File: src/rtl/vga_sync_pkg.sv
// vga_sync_pkg
// Shared timing constants for the VGA raster generator.
//   - DEF_* : 1024x768@60 timing (VESA, 65 MHz nominal)
//   - DEF_H_TOTAL / DEF_V_TOTAL : derived line and frame lengths
//   - X_W / Y_W : widths of the x and y position buses
package vga_sync_pkg;

    localparam int unsigned X_W = 11;
    localparam int unsigned Y_W = 10;

    localparam int unsigned DEF_H_ACTIVE = 1024;
    localparam int unsigned DEF_H_FP     = 24;
    localparam int unsigned DEF_H_SYNC   = 136;
    localparam int unsigned DEF_H_BP     = 160;

    localparam int unsigned DEF_V_ACTIVE = 768;
    localparam int unsigned DEF_V_FP     = 3;
    localparam int unsigned DEF_V_SYNC   = 6;
    localparam int unsigned DEF_V_BP     = 29;

    localparam int unsigned DEF_H_TOTAL = DEF_H_ACTIVE + DEF_H_FP + DEF_H_SYNC + DEF_H_BP;
    localparam int unsigned DEF_V_TOTAL = DEF_V_ACTIVE + DEF_V_FP + DEF_V_SYNC + DEF_V_BP;

endpackage

File: src/rtl/vga_axis_counter.sv
// vga_axis_counter
// One axis of the raster: modulo-TOTAL counter plus window decode of the
// value it will hold after the next edge.
// Ports:
//   clk, rst_n   clock, synchronous active-low reset (count -> 0)
//   en           advance the count this cycle
//   cnt          registered count, 0..TOTAL-1
//   cnt_next     value cnt takes at the next edge
//   wrap         en is high and cnt is at TOTAL-1
//   in_active    cnt_next < ACTIVE
//   in_sync      cnt_next in [SYNC_START, SYNC_END)
module vga_axis_counter #(
    parameter int unsigned W          = 11,
    parameter int unsigned TOTAL      = 1344,
    parameter int unsigned ACTIVE     = 1024,
    parameter int unsigned SYNC_START = 1048,
    parameter int unsigned SYNC_END   = 1184
) (
    input  logic         clk,
    input  logic         rst_n,
    input  logic         en,
    output logic [W-1:0] cnt,
    output logic [W-1:0] cnt_next,
    output logic         wrap,
    output logic         in_active,
    output logic         in_sync
);

    localparam logic [W-1:0] LAST   = W'(TOTAL - 1);
    localparam logic [W-1:0] ACT    = W'(ACTIVE);
    localparam logic [W-1:0] SYNC_S = W'(SYNC_START);
    localparam logic [W-1:0] SYNC_E = W'(SYNC_END);

    logic [W-1:0] cnt_q;
    logic [W-1:0] cnt_d;

    always_comb begin
        wrap  = en && (cnt_q == LAST);
        cnt_d = cnt_q;
        if (wrap) begin
            cnt_d = '0;
        end else if (en) begin
            cnt_d = cnt_q + 1'b1;
        end
        // Decoding the next value lets the caller register these flags
        // alongside the count with no skew.
        in_active = (cnt_d < ACT);
        in_sync   = (cnt_d >= SYNC_S) && (cnt_d < SYNC_E);
    end

    always_ff @(posedge clk) begin
        if (!rst_n) begin
            cnt_q <= '0;
        end else begin
            cnt_q <= cnt_d;
        end
    end

    assign cnt      = cnt_q;
    assign cnt_next = cnt_d;

endmodule

File: src/rtl/vga_sync_gen.sv
// vga_sync_gen
// Raster timing generator: beam position, sync pulses, blanking flag and a
// sticky frame interrupt, all registered on the same edge.
// Optional feature macro: VGA_SYNC_GEN_LINE_IRQ_EN adds the line_cmp input
// and a second interrupt source at the start of horizontal blank on line
// line_cmp.
// Ports:
//   clk, rst_n  clock, synchronous active-low reset
//   cli         clear interrupt (level, sampled every clock)
//   line_cmp    line-interrupt compare value (only with the macro)
//   x, y        beam position
//   hsync       horizontal sync, active level H_POL
//   vsync       vertical sync, active level V_POL
//   blank       high outside the active area
//   interrupt   sticky interrupt request
module vga_sync_gen
    import vga_sync_pkg::*;
#(
    parameter int unsigned H_ACTIVE = DEF_H_ACTIVE,
    parameter int unsigned H_FP     = DEF_H_FP,
    parameter int unsigned H_SYNC   = DEF_H_SYNC,
    parameter int unsigned H_BP     = DEF_H_BP,
    parameter int unsigned V_ACTIVE = DEF_V_ACTIVE,
    parameter int unsigned V_FP     = DEF_V_FP,
    parameter int unsigned V_SYNC   = DEF_V_SYNC,
    parameter int unsigned V_BP     = DEF_V_BP,
    parameter bit          H_POL    = 1'b0,
    parameter bit          V_POL    = 1'b0
) (
    input  logic           clk,
    input  logic           rst_n,
    input  logic           cli,
`ifdef VGA_SYNC_GEN_LINE_IRQ_EN
    input  logic [Y_W-1:0] line_cmp,
`endif
    output logic [X_W-1:0] x,
    output logic [Y_W-1:0] y,
    output logic           hsync,
    output logic           vsync,
    output logic           blank,
    output logic           interrupt
);

    localparam int unsigned H_TOTAL = H_ACTIVE + H_FP + H_SYNC + H_BP;
    localparam int unsigned V_TOTAL = V_ACTIVE + V_FP + V_SYNC + V_BP;

    logic [X_W-1:0] x_next;
    logic [Y_W-1:0] y_next;
    logic           h_wrap;
    logic           h_active, v_active;
    logic           h_sync_win, v_sync_win;
    logic           v_wrap_unused;
    logic           irq_set;

    logic hsync_q, hsync_d;
    logic vsync_q, vsync_d;
    logic blank_q, blank_d;
    logic interrupt_q, interrupt_d;

    vga_axis_counter #(
        .W          (X_W),
        .TOTAL      (H_TOTAL),
        .ACTIVE     (H_ACTIVE),
        .SYNC_START (H_ACTIVE + H_FP),
        .SYNC_END   (H_ACTIVE + H_FP + H_SYNC)
    ) u_h_cnt (
        .clk       (clk),
        .rst_n     (rst_n),
        .en        (1'b1),
        .cnt       (x),
        .cnt_next  (x_next),
        .wrap      (h_wrap),
        .in_active (h_active),
        .in_sync   (h_sync_win)
    );

    // Advancing y only on the horizontal wrap keeps vsync changes at x = 0.
    vga_axis_counter #(
        .W          (Y_W),
        .TOTAL      (V_TOTAL),
        .ACTIVE     (V_ACTIVE),
        .SYNC_START (V_ACTIVE + V_FP),
        .SYNC_END   (V_ACTIVE + V_FP + V_SYNC)
    ) u_v_cnt (
        .clk       (clk),
        .rst_n     (rst_n),
        .en        (h_wrap),
        .cnt       (y),
        .cnt_next  (y_next),
        .wrap      (v_wrap_unused),
        .in_active (v_active),
        .in_sync   (v_sync_win)
    );

    always_comb begin
        hsync_d = h_sync_win ? H_POL : ~H_POL;
        vsync_d = v_sync_win ? V_POL : ~V_POL;
        blank_d = ~(h_active & v_active);

        // Set event: the position about to be presented is (0, V_ACTIVE).
        irq_set = (x_next == '0) && (y_next == Y_W'(V_ACTIVE));
`ifdef VGA_SYNC_GEN_LINE_IRQ_EN
        // y_next never reaches V_TOTAL, so out-of-range compares never fire.
        irq_set = irq_set || ((x_next == X_W'(H_ACTIVE)) && (y_next == line_cmp));
`endif
        // Set has priority over a coincident clear.
        interrupt_d = irq_set | (interrupt_q & ~cli);
    end

    always_ff @(posedge clk) begin
        if (!rst_n) begin
            hsync_q     <= ~H_POL;
            vsync_q     <= ~V_POL;
            blank_q     <= 1'b0;
            interrupt_q <= 1'b0;
        end else begin
            hsync_q     <= hsync_d;
            vsync_q     <= vsync_d;
            blank_q     <= blank_d;
            interrupt_q <= interrupt_d;
        end
    end

    assign hsync     = hsync_q;
    assign vsync     = vsync_q;
    assign blank     = blank_q;
    assign interrupt = interrupt_q;

endmodule

File: config.mk
export PLATFORM = sky130hd
export DESIGN_NAME = vga_sync_gen
export DESIGN_NICKNAME = d
export VERILOG_FILES = /design/src/rtl/vga_sync_pkg.sv /design/src/rtl/vga_axis_counter.sv /design/src/rtl/vga_sync_gen.sv
export SDC_FILE = /design/constraint.sdc
export NUM_CORES = 1
export LEC_CHECK = 0
export ABC_AREA = 1
export BUFFER_PORTS_ARGS = -buffer_cell sky130_fd_sc_hd__buf_2
export CAP_MARGIN = 20
export CORE_MARGIN = 1.5
export CORE_UTILIZATION = 24
export DETAILED_ROUTE_END_ITERATION = 7
export HOLD_SLACK_MARGIN = 0.06
export PLACE_DENSITY = 0.47
export SKIP_LAST_GASP = 1
export SLEW_MARGIN = 20
export SYNTH_ARGS = -nofsm -noshare
export SYNTH_HDL_FRONTEND = slang
export SYNTH_SLANG_ARGS = --single-unit
File: constraint.sdc
create_clock -name clk -period 1.5 [get_ports clk]
set_input_delay 0.075 -clock clk [delete_from_list [all_inputs] [get_ports clk]]
set_output_delay 0.075 -clock clk [all_outputs]
set_load 0.05 [all_outputs]
# Yosys cells after proc, flatten, opt, wreduce, memory -nomap -nowiden
# Cells that the tools add are included.
# op_classes
order_cmp,6
bitwise_logic,5
n_addsub,2
muxes,5
n_reduce_logical,5
eq_ne,3
# ops
op,count
$lt A11 B11 Y1 const B,2
$eq A10 B10 Y1 const B,2
$lt A10 B10 Y1 const B,2
$mux W10,2
$add A11 B1 Y11 const B,1
$eq A11 B11 Y1 const B,1
$ge A11 B11 Y1 const B,1
$logic_not A11 Y1,1
$mux W11,1
$add A10 B1 Y10 const B,1
$ge A10 B10 Y1 const B,1
$logic_and A1 B1 Y1,4
$and A1 B1 Y1,2
$mux W1,2
$not A1 Y1,2
$or A1 B1 Y1,1
# word_totals
input_bits,3
regBits,25

# Logic depth before layout (Yosys ltp)
# Gate-level depths: netlist of the first run.
# depth
ltp_word,6
mapped_depth,14

# Cells and area by module
# From an unflattened synthesis of the first run, not the netlist that was laid out.
# unflattened
hier_cells,274
area_unflattened_um2,1706.6
# modules_own_cells
module,cells_per_inst,area_per_inst_um2,n_inst
vga_axis_counter (u_v_cnt),119,749.5,1
vga_axis_counter (u_h_cnt),121,747.0,1
vga_sync_gen,34,210.2,1

# Worst setup path after synthesis of the first run
# Ideal clock, no wire load.
# synth_path
kind,register to register
start,register u_h_cnt.cnt_q[0] (netlist: u_h_cnt.cnt[0])
end,register blank_q (netlist: blank)
setup_ps,120
required_time_ps,1380
path_slack_ps,-587
arrival_time_ps,1967
stages_incl_launch_ff,12
period_less_slack_ps,2087
cell_sequence,dfxtp_1 ha_1 nand3_2 inv_2 nand3_2 nor2_2 nand3_1 nand2_1 nand2_1 inv_1 nor3_2 or2_1
# synth_via
elab_chain_cells,6
# synth_lines
item,line_no,rtl
start: declaration,vga_axis_counter.sv:34,logic [W-1:0] cnt_q;
start signal: assignment,vga_axis_counter.sv:55,cnt_q <= cnt_d;
branches (longest 4 deep; another with $add A11 B1 Y11),n/a,
$and A1 B1 Y1 (*),vga_sync_gen.sv:98,blank_d = ~(h_active & v_active);
$not A1 Y1 (*),vga_sync_gen.sv:98,
end signal: assignment,vga_sync_gen.sv:119,blank_q <= blank_d;
end: declaration,vga_sync_gen.sv:57,"logic blank_q, blank_d;"
# Mark *: on every way between the ends.
# A chain may end at the register's enable or synchronous reset.

# Final worst setup path of the first run
# layout_path
start,register u_h_cnt.cnt_q[0] (netlist: u_h_cnt.cnt[0])
end,register interrupt_q (netlist: interrupt)
# layout_via
elab_chain_cells,6
# layout_lines
item,line_no,rtl
branches (longest 4 deep; another with $add A11 B1 Y11),n/a,
$logic_and A1 B1 Y1 (*),vga_sync_gen.sv:101,irq_set = (x_next == '0) && (y_next == Y_W'(V_ACTIVE));
$or A1 B1 Y1 (*),vga_sync_gen.sv:107,interrupt_d = irq_set | (interrupt_q & ~cli);
end signal: assignment,vga_sync_gen.sv:120,interrupt_q <= interrupt_d;
end: declaration,vga_sync_gen.sv:58,"logic interrupt_q, interrupt_d;"
# Marked as above.

==> results of run 1 <==
[cells in the mapped netlist]
library cell and number:
clkbuf_1 1, nor2_2 2, xnor2_1 1, ha_1 3
a21oi_2 1, xor2_1 2, o21bai_1 2, nor3_1 3
a21oi_1 3, inv_1 30, a31oi_1 1, nand3_1 22
nand2_2 8, buf_2 1, nor3_2 1, or2_1 1
nand2_1 62, o21ai_0 4, nand4_1 7, nor2_1 36
a31o_2 1, nor2_4 3, nand3_2 4, inv_2 3
o211ai_1 1, xor2_2 1, clkinv_1 1, dfxtp_1 25
[cells by family (layout without fill, tap and decap cells)]
| kind of cell | count (synthesis) | count (layout) | share of synthesized area |
|---|---|---|---|
| DFF | 25 | 25 | 0.3364 |
| adders and majority gates | 3 | 3 | 0.02523 |
| and+or+nand+nor | 149 | 149 | 0.4634 |
| AOI/OAI and AO/OA | 13 | 13 | 0.05467 |
| buffers and inverters | 36 | 129 | 0.09167 |
| xor gates and xnor gates | 4 | 4 | 0.02860 |
[worst paths after layout]
path	end
worst max-delay path	interrupt
worst max register to register	interrupt
worst min-delay path	interrupt
worst min register to register	interrupt
[through the flow]
step	util	hold slack (ns)	worst slack, ns
2_1_floorplan	-	0.1678	-0.1551
4_1_cts	0.3918	0.4889	-0.1540
5_1_grt	0.4042	0.5160	-0.2974
3_5_place_dp	0.3727	0.3318	-0.2107
3_3_place_gp	0.3727	0.3338	-0.2054
6_report	0.4042	0.4836	-0.1616
[timing repair]
action,CTS,global route
hold buffers,2,0
pin swaps,13,10
hold endpoints to repair,3,0
gates resized for setup,11,14
setup endpoints to repair,4,12
setup buffers,1,4
[cell usage in the layout (no fill, tap or decap), types with 3 or more instances in the layout]
cell and instances:
nand2_1 59, o21ai_0 4, inv_2 5, nand3_2 9
clkbuf_8 3, nor2_4 5, nand3_1 15, dfxtp_4 8
nor2_2 5, nor2_1 31, nand4_1 7, dfxtp_2 11
nand2_2 9, buf_2 27, a21oi_1 3, inv_1 27
buf_4 60, dfxtp_1 6
[flip-flops by register name, indices dropped and copies added (netlist names)]
name,flops
u_h_cnt.cnt,11
u_v_cnt.cnt,10
blank,1
hsync,1
interrupt,1
vsync,1
[layout make-up]
type | instances | share of cell area
sequential | 25 | 0.2261
timing repair buffer | 91 | 0.2609
clock buffer | 3 | 0.01715
tap | 75 | 0.03898
inverter | 34 | 0.05405
clock inverter | 1 | 0.002079
multi-input combinational | 169 | 0.4007
[routing by layer]
metal	routed length, um	track usage	vias up
li1	-	-	907
met1	2095	0.1782	760
met2	2022	0.2393	27
met3	141	0.01667	6
met4	67	0.04237	0
met5	0	0	-
[critical path, cell delays in order (launching register included)]
cell and delay, ns:
dfxtp_4 0.37, ha_4 0.16, nand3_4 0.10, inv_4 0.10, nand2_4 0.05, nor2_4 0.22, buf_4 0.15, nand2_1 0.06
nand2_1 0.09, nor2_2 0.04, nand3_2 0.08, nor2_1 0.05, nand2_1 0.06, a21oi_2 0.04
[where the power goes]
| group | leakage (nW) | switching, mW | internal, mW |
|---|---|---|---|
| Sequential | 0.214 | 0.00832 | 0.660 |
| Combinational | 0.988 | 0.0540 | 0.0331 |
| Clock | 0.0255 | 0.231 | 0.186 |
| Total | 1.23 | 0.294 | 0.879 |
==> flow_summary_export.csv, run 1 <==
group,metric,value,unit
global_routing,grt_pass1_wl,7141,um
clocking,path_clk_slew,0.10,ns
placement,dpl.hpwl,3529,um
timing,tightest_slew,0.2667,ns
worst_setup_path,reg2reg_from,"u_h_cnt.cnt[0]",
layout,fin_cells,398,
layout,diodes,0,
status,status,"finished, violations left",
clocking,clock_path_buffers,2,
clocking,cts.sinks,25,
min_path,min_path_type,"flip-flop to flip-flop",
floorplanning,coreArea,0.005956,mm^2
timing,finClkSkew,0.01376,ns
worst_setup_path,required,1.68,ns
global_routing,grt-ovfl-total,0,
floorplanning,initial_utilization,0.2498,
global_routing,grt_usage,0.1384,
timing,finalSetupViolCount,4,
layout,multi_input_comb_area,964.7,um^2
routing,ant_nets,0,
layout,syn_to_final_growth,61.82,%
timing,setup_tns,-0.3887,ns
job,cap_violations,0,
layout,stdcell_area,0.002407,mm^2
routing,routed_wl,4327,um
logic_synthesis,yosysUniqueCellTypes,28,
timing,fmax,601.8,MHz
clocking,cts_tree,"yes",
logic_synthesis,yosys_warnings,0,
floorplanning,dieArea,0.006680,mm^2
timing,slew_viol_final,0,
worst_setup_path,startpoint,"u_h_cnt.cnt[0]",
placement,dp.cells,388,
floorplanning,num_rows,28,
logic_synthesis,syn_area,0.001488,mm^2
floorplanning,die_h,81.73,um
logic_synthesis,synth_seq_cells,25,
clocking,cts-root-buf,"clkbuf_8",
floorplanning,die_w,81.73,um
routing,drc,0,
placement,gp_congestion,0.8269,
power_and_ir_drop,p_leak,1.227,nW
routing,via_per_inst,4.271,
power_and_ir_drop,cellPowerDensity,487.3,mW/mm^2
power_and_ir_drop,power,1.173,mW
worst_setup_path,critPathKind,"flip-flop to flip-flop",
timing,slew-limit-headroom,0.8208,
placement,dpl_cell_area,0.002220,mm^2
routing,num_vias,1700,
clocking,clock_latency,0.28,ns
routing,first_iter_violations,53,
layout,drive_gt1_frac,0.4830,
status,violations,"negative setup slack",
worst_setup_path,cp.arrival,1.84,ns
global_routing,grt_pass1_vias,1626,
min_path,worstHoldPathCells,2,
routing,drt_pass1_iterations,4,
logic_synthesis,synth_seq_area_share,0.3364,
routing,wl_per_cell,10.87,um
timing,rsz0062_at_grt,"yes",
placement,portBuffers,27,
layout,nets,330,
logic_synthesis,synth_cells,230,
worst_setup_path,cp_max_fo,8,
clocking,numCtsBuffers,3,
global_routing,grt_max_degree,15,
timing,finalCritPeriodShare,1.108,
logic_synthesis,synth_top_area_share,0.3364,
layout,final.fill_count,678,
logic_synthesis,synth_area_per_cell,6.468,um^2
timing,final.setup.worst_slack,-0.1616,ns
clocking,h-tree-depth,1,
global_routing,antenna_found_initial,0,
floorplanning,io_pins,28,
worst_setup_path,rr_worst_depth,13,
worst_setup_path,endpoint_kind,"flip-flop",
logic_synthesis,synth_area_leaders,"dfxtp_1 (34%), nand2_1 (16%), nor2_1 (9.1%), inv_1 (7.6%), nand3_1 (7.4%)",
worst_setup_path,rrSetupSlack,-0.16,ns
layout,regArea,544.3,um^2
logic_synthesis,yosysTopAreaCell,"dfxtp_1",
power_and_ir_drop,peakVddDrop,0.2355,mV
timing,finalHoldViolations,0,
timing,min_period,1.662,ns
min_path,holdCritStartpoint,"interrupt",
logic_synthesis,syn_nets,236,
worst_setup_path,startpoint_type,"flip-flop",
Power figures use the tool's default switching activity.
==> inputs of run 2 (changes only) <==
--- a/config.mk
+++ b/config.mk
@@ -8,13 +8,15 @@
 export ABC_AREA = 1
 export BUFFER_PORTS_ARGS = -buffer_cell sky130_fd_sc_hd__buf_2
 export CAP_MARGIN = 20
-export CORE_MARGIN = 1.5
+export CELL_PAD_IN_SITES_DETAIL_PLACEMENT = 1
+export CELL_PAD_IN_SITES_GLOBAL_PLACEMENT = 1
 export CORE_UTILIZATION = 24
 export DETAILED_ROUTE_END_ITERATION = 7
 export HOLD_SLACK_MARGIN = 0.06
-export PLACE_DENSITY = 0.47
+export PLACE_DENSITY = 0.61
 export SKIP_LAST_GASP = 1
 export SLEW_MARGIN = 20
 export SYNTH_ARGS = -nofsm -noshare
 export SYNTH_HDL_FRONTEND = slang
 export SYNTH_SLANG_ARGS = --single-unit
+export TNS_END_PERCENT = 1
==> flow_summary_export.csv, run 2 (synthesis gave the netlist of run 1 again) <==
group,metric,value,unit
worst_setup_path,cp.arrival,1.83,ns
clocking,numCtsBuffers,3,
worst_setup_path,cp_max_fo,3,
placement,gp_congestion,0.7825,
worst_setup_path,cp_top_family,"simple AND/OR/NAND/NOR gates",
power_and_ir_drop,cellPowerDensity,501.4,mW/mm^2
clocking,cts_tree,"yes",
placement,dp.cells,385,
timing,rsz0062_at_grt,"yes",
min_path,min_path_type,"flip-flop to flip-flop",
routing,ant_nets,0,
floorplanning,initial_utilization,0.2498,
timing,finalHoldViolations,0,
global_routing,grt_max_degree,14,
layout,nets,330,
timing,slew-limit-headroom,0.8071,
worst_setup_path,rrSetupSlack,-0.18,ns
clocking,clock_latency,0.27,ns
timing,whs,0.4844,ns
worst_setup_path,regToRegEndpoint,"hsync",
layout,diodes,0,
worst_setup_path,required,1.65,ns
floorplanning,io_pins,28,
timing,finClkSkew,0.004609,ns
floorplanning,num_rows,28,
floorplanning,die_h,80.73,um
timing,min_period,1.675,ns
layout,final.fill_count,791,
power_and_ir_drop,p_leak,1.186,nW
floorplanning,die_w,80.73,um
routing,via_per_inst,4.417,
clocking,h-tree-depth,1,
timing,slew_viol_final,0,
layout,fin_cells,398,
layout,drive_gt1_frac,0.4489,
timing,finalCritPeriodShare,1.117,
global_routing,grt_pass1_vias,1755,
floorplanning,dieArea,0.006517,mm^2
timing,tightest_slew,0.2864,ns
worst_setup_path,startpoint_type,"flip-flop",
routing,wl_per_cell,12.51,um
global_routing,grt-ovfl-total,0,
placement,dpl.hpwl,4028,um
min_path,holdPathEnd,"interrupt",
placement,place_ws,-0.2508,ns
timing,final.setup.worst_slack,-0.1752,ns
layout,final_common_cell,"buf_4",
routing,routed_wl,4978,um
clocking,path_clk_slew,0.09,ns
global_routing,antenna_found_initial,0,
timing,finalSetupViolCount,6,
layout,fin_util,0.3933,
layout,largest_reg_flops,11,
status,status,"finished, violations left",
layout,syn_to_final_growth,57.44,%
worst_setup_path,reg2reg_from,"u_h_cnt.cnt[1]",
worst_setup_path,rr_worst_depth,9,
worst_setup_path,cpPeakStageDelay,0.37,ns
min_path,worstHoldPathCells,2,
global_routing,grt_pass1_wl,8176,um
clocking,clock_path_buffers,2,
routing,first_iter_violations,36,
floorplanning,coreArea,0.005956,mm^2
clocking,cts-root-buf,"clkbuf_8",
min_path,holdCritStartpoint,"interrupt",
worst_setup_path,critPathKind,"flip-flop to flip-flop",
routing,num_vias,1758,
job,cap_violations,0,
worst_setup_path,endpoint_kind,"flip-flop",
worst_setup_path,crit_path_frequent_cell,"nand3_1",
routing,drt_pass1_iterations,4,
layout,mostFrequentLayoutCells,"buf_4 (62), nand2_1 (60), nor2_1 (32)",
worst_setup_path,path_buf_inv,2,
placement,portBuffers,27,
clocking,cts.sinks,25,
worst_setup_path,path_cells,"buf_4 > nand3_1 > buf_4 > o21bai_1 > nand3_1 > nand3_1 > nor2_1 > a31oi_1 > nand4_1",
routing,drc,0,
power_and_ir_drop,peakVddDrop,0.3634,mV
worst_setup_path,slowest_stage,"dfxtp_4",
global_routing,grt_usage,0.1653,
timing,fmax,597.0,MHz
power_and_ir_drop,power,1.174,mW
status,violations,"negative setup slack",
run 2: changes by cell type in the layout (fill, tap and decap cells not counted), moves of 2 or more:
cell and change:
buf_4 +2, nand3_1 +4, nand3_2 -4, dfxtp_4 -3
dfxtp_1 +2, buf_6 -2
run 2: timing repair:
action,CTS,global route
endpoints found under the setup margin,10,16
endpoints found under the hold margin,3,0
pin swaps,5,8
gates resized for setup,7,8
buffers inserted,6,1
hold buffers,2,0
run 2: layout make-up:
| type | count | area, um^2 | area share |
|---|---|---|---|
| clock buffer | 4 | 45.04 | 0.01923 |
| tap | 75 | 93.84 | 0.04006 |
| timing repair buffer | 91 | 620.6 | 0.2650 |
| sequential | 25 | 534.3 | 0.2281 |
| multi-input combinational | 169 | 918.4 | 0.3921 |
| inverter | 34 | 130.1 | 0.05556 |
run 2: where the power goes:
part           internal, mW  total [mW]  switching [mW]
registers             0.664       0.673         0.00879
logic                0.0325      0.0859          0.0534
clock network         0.191       0.415           0.225
total                 0.888        1.17           0.287
run 2: stage by stage:
stage          TNS [ns]  area, um^2
4_1_cts         -0.8713        2307
3_5_place_dp     -1.046        2175
6_report        -0.7282        2342
3_3_place_gp    -0.6882        2175
2_1_floorplan   -0.5524        1541
5_1_grt          -2.175        2342
run 2: how the worst max path moves through the flow:
stage | startpoint | to | slack [ns] | cells after the start
CTS | u_h_cnt.cnt[0] | interrupt | -0.20 | 13
global placement | u_h_cnt.cnt[1] | blank | -0.20 | 11
global route | u_h_cnt.cnt[1] | interrupt | -0.36 | 13
finish | u_h_cnt.cnt[1] | hsync | -0.18 | 9
floorplan | u_h_cnt.cnt[0] | blank | -0.17 | 11
detailed placement | u_h_cnt.cnt[1] | interrupt | -0.25 | 11
run 2: worst reg2reg max path: stages (launching register included):
cell and delay, ns:
dfxtp_4 0.37, buf_4 0.11, nand3_1 0.15, buf_4 0.18, o21bai_1 0.11, nand3_1 0.12, nand3_1 0.15, nor2_1 0.05
a31oi_1 0.20, nand4_1 0.11
run 2: layer usage:
layer / GRT usage / vias up / routed length (um)
met5: 0 / - / 0
met4: 0.04821 / 0 / 76
met3: 0.01685 / 6 / 120
met2: 0.3034 / 20 / 2538
met1: 0.2025 / 827 / 2243
li1: - / 905 / -
==> inputs of run 3 (changes only) <==
--- a/config.mk
+++ b/config.mk
@@ -10,10 +10,12 @@
 export CAP_MARGIN = 20
 export CELL_PAD_IN_SITES_DETAIL_PLACEMENT = 1
 export CELL_PAD_IN_SITES_GLOBAL_PLACEMENT = 1
-export CORE_UTILIZATION = 24
+export CORE_ASPECT_RATIO = 0.9
+export CORE_UTILIZATION = 34
 export DETAILED_ROUTE_END_ITERATION = 7
 export HOLD_SLACK_MARGIN = 0.06
-export PLACE_DENSITY = 0.61
+export PLACE_DENSITY = 0.79
+export RECOVER_POWER = 100
 export SKIP_LAST_GASP = 1
 export SLEW_MARGIN = 20
 export SYNTH_ARGS = -nofsm -noshare
==> flow_summary_export.csv, run 3 (synthesis gave the netlist of run 1 again) <==
group,metric,value,unit
routing,drt_pass1_iterations,4,
global_routing,grt_usage,0.2329,
floorplanning,dieArea,0.004645,mm^2
routing,routed_wl,5159,um
clocking,cts_tree,"yes",
layout,drive_gt1_frac,0.4381,
routing,num_vias,1763,
placement,portBuffers,27,
layout,final.fill_count,552,
status,status,"finished, violations left",
min_path,holdCritStartpoint,"interrupt",
layout,regArea,534.3,um^2
layout,final_common_cell,"nand2_1",
timing,rsz0062_at_grt,"yes",
clocking,cts.sinks,25,
min_path,min_path_type,"flip-flop to flip-flop",
timing,final.setup.worst_slack,-0.2755,ns
timing,slew_viol_final,0,
placement,dpl_cell_area,0.002088,mm^2
clocking,cts-root-buf,"clkbuf_8",
power_and_ir_drop,p_leak,1.135,nW
status,violations,"negative setup slack",
worst_setup_path,regToRegEndpoint,"interrupt",
floorplanning,die_w,71.73,um
timing,finClkSkew,0.001348,ns
layout,syn_to_final_growth,51.47,%
job,cap_violations,0,
power_and_ir_drop,cellPowerDensity,518.3,mW/mm^2
worst_setup_path,reg2reg_from,"u_h_cnt.cnt[1]",
floorplanning,io_pins,28,
worst_setup_path,required,1.71,ns
layout,mostFrequentLayoutCells,"nand2_1 (60), buf_4 (54), nor2_1 (31)",
timing,min_period,1.776,ns
routing,ant_nets,0,
min_path,holdPathEnd,"interrupt",
worst_setup_path,endpoint_kind,"flip-flop",
placement,gp_congestion,0.7859,
worst_setup_path,rr_worst_depth,13,
timing,setup_tns,-1.222,ns
floorplanning,die_h,64.76,um
global_routing,antenna_found_initial,0,
layout,largest_reg_flops,11,
min_path,worstHoldPathCells,2,
routing,first_iter_violations,53,
layout,diodes,0,
timing,slew-limit-headroom,0.7970,
layout,nets,322,
timing,finalHoldViolations,0,
timing,fmax,563.2,MHz
timing,whs,0.4873,ns
global_routing,grt_pass1_vias,1865,
clocking,clock_path_buffers,2,
worst_setup_path,cp_max_fo,7,
worst_setup_path,slowest_stage,"dfxtp_4",
placement,dpl.hpwl,3906,um
worst_setup_path,path_cells,"ha_4 > nand3_4 > inv_4 > nand2_2 > nor2_4 > nand2_2 > nand2_4 > nand2_1 > nor2_2 > nand2_1 > nor2_1 > nand2_1 > a21oi_2",
layout,stdcell_area,0.002253,mm^2
power_and_ir_drop,seqPwrFrac,0.576,
worst_setup_path,crit_path_frequent_cell,"nand2_1",
global_routing,grt_max_degree,14,
worst_setup_path,startpoint_type,"flip-flop",
worst_setup_path,cpPeakStageDelay,0.37,ns
global_routing,grt-ovfl-total,0,
routing,wl_per_cell,14.21,um
worst_setup_path,rrSetupSlack,-0.28,ns
floorplanning,num_rows,22,
routing,drc,0,
global_routing,grt_pass1_wl,8459,um
power_and_ir_drop,share_comb_of_total_power,0.075,
clocking,clock_latency,0.27,ns
power_and_ir_drop,p_clk_frac,0.349,
placement,place_ws,-0.2748,ns
power_and_ir_drop,p_switching,0.2812,mW
timing,finalCritPeriodShare,1.184,
timing,tightest_slew,0.3034,ns
floorplanning,coreArea,0.004129,mm^2
routing,via_per_inst,4.857,
worst_setup_path,cp_top_family,"simple AND/OR/NAND/NOR gates",
power_and_ir_drop,peakVddDrop,0.5945,mV
clocking,numCtsBuffers,3,
worst_setup_path,critPathKind,"flip-flop to flip-flop",
clocking,path_clk_slew,0.09,ns
floorplanning,initial_utilization,0.3603,
worst_setup_path,path_buf_inv,1,
worst_setup_path,cp.arrival,1.99,ns
power_and_ir_drop,p_sw_frac,0.2408,
layout,multi_input_comb_area,923.4,um^2
timing,finalSetupViolCount,11,
clocking,h-tree-depth,1,
power_and_ir_drop,p_int,0.8868,mW
## run 3: cell count changes in the layout (fill, tap and decap cells not counted)
cell / before / now
buf_4: 62 / 54
nor2_2: 5 / 7
nor2_4: 4 / 3
ha_1: 2 / 1
nor2_1: 32 / 31
nor3_2: 1 / 2
inv_1: 28 / 30
ha_2: 0 / 1
nor3_1: 3 / 2
inv_2: 4 / 2
## run 3: through the flow
stage	power (mW)	std cells	utilization
after floorplan	0.7329	230	-
after global placement	0.7663	351	0.5058
after detailed placement	0.7686	351	0.5058
after CTS	1.181	361	0.5348
after global routing	1.221	363	0.5458
final	1.168	363	0.5458
## run 3: what timing repair did
| action | CTS | global route |
|---|---|---|
| resized for setup | 7 | 8 |
| pin swaps | 3 | 5 |
| hold endpoints to repair | 2 | 0 |
| hold buffers | 2 | 0 |
| setup endpoints to repair | 6 | 16 |
| buffers inserted | 4 | 2 |
## run 3: how the worst max path moves through the flow
stage | from | endpoint | slack, ns | cells after the start
CTS | u_h_cnt.cnt[1] | interrupt | -0.23 | 13
detailed placement | u_h_cnt.cnt[1] | interrupt | -0.27 | 13
global route | u_h_cnt.cnt[1] | interrupt | -0.40 | 13
global placement | u_h_cnt.cnt[1] | interrupt | -0.16 | 13
finish | u_h_cnt.cnt[1] | interrupt | -0.28 | 13
floorplan | u_h_cnt.cnt[0] | blank | -0.17 | 11
## run 3: worst reg2reg max path: stages, from the launching register on
cell,delay [ns]
dfxtp_4,0.37
ha_4,0.17
nand3_4,0.11
inv_4,0.10
nand2_2,0.07
nor2_4,0.21
nand2_2,0.11
nand2_4,0.08
nand2_1,0.06
nor2_2,0.10
nand2_1,0.07
nor2_1,0.09
nand2_1,0.07
a21oi_2,0.11
## run 3: final cells by class
class | instances | share of cell area
Clock buffer | 4 | 0.01999
Inverter | 34 | 0.05775
Multi-Input combinational cell | 169 | 0.4098
Sequential cell | 25 | 0.2371
Tap cell | 48 | 0.02665
Timing Repair Buffer | 83 | 0.2488
## run 3: power groups by stage
stage               clock network [mW]  logic [mW]  registers [mW]
floorplan                            0      0.0199           0.713
global placement                     0      0.0793           0.687
detailed placement                   0      0.0808           0.688
CTS                              0.422      0.0859           0.673
global route                     0.454      0.0932           0.674
finish                           0.407      0.0877           0.673
## run 3: metal layers
layer | vias up | wire length [um] | track usage
li1 | 893 | - | -
met1 | 842 | 2246 | 0.2635
met2 | 24 | 2753 | 0.4552
met3 | 4 | 125 | 0.04199
met4 | 0 | 34 | 0.03922
met5 | - | 0 | 0
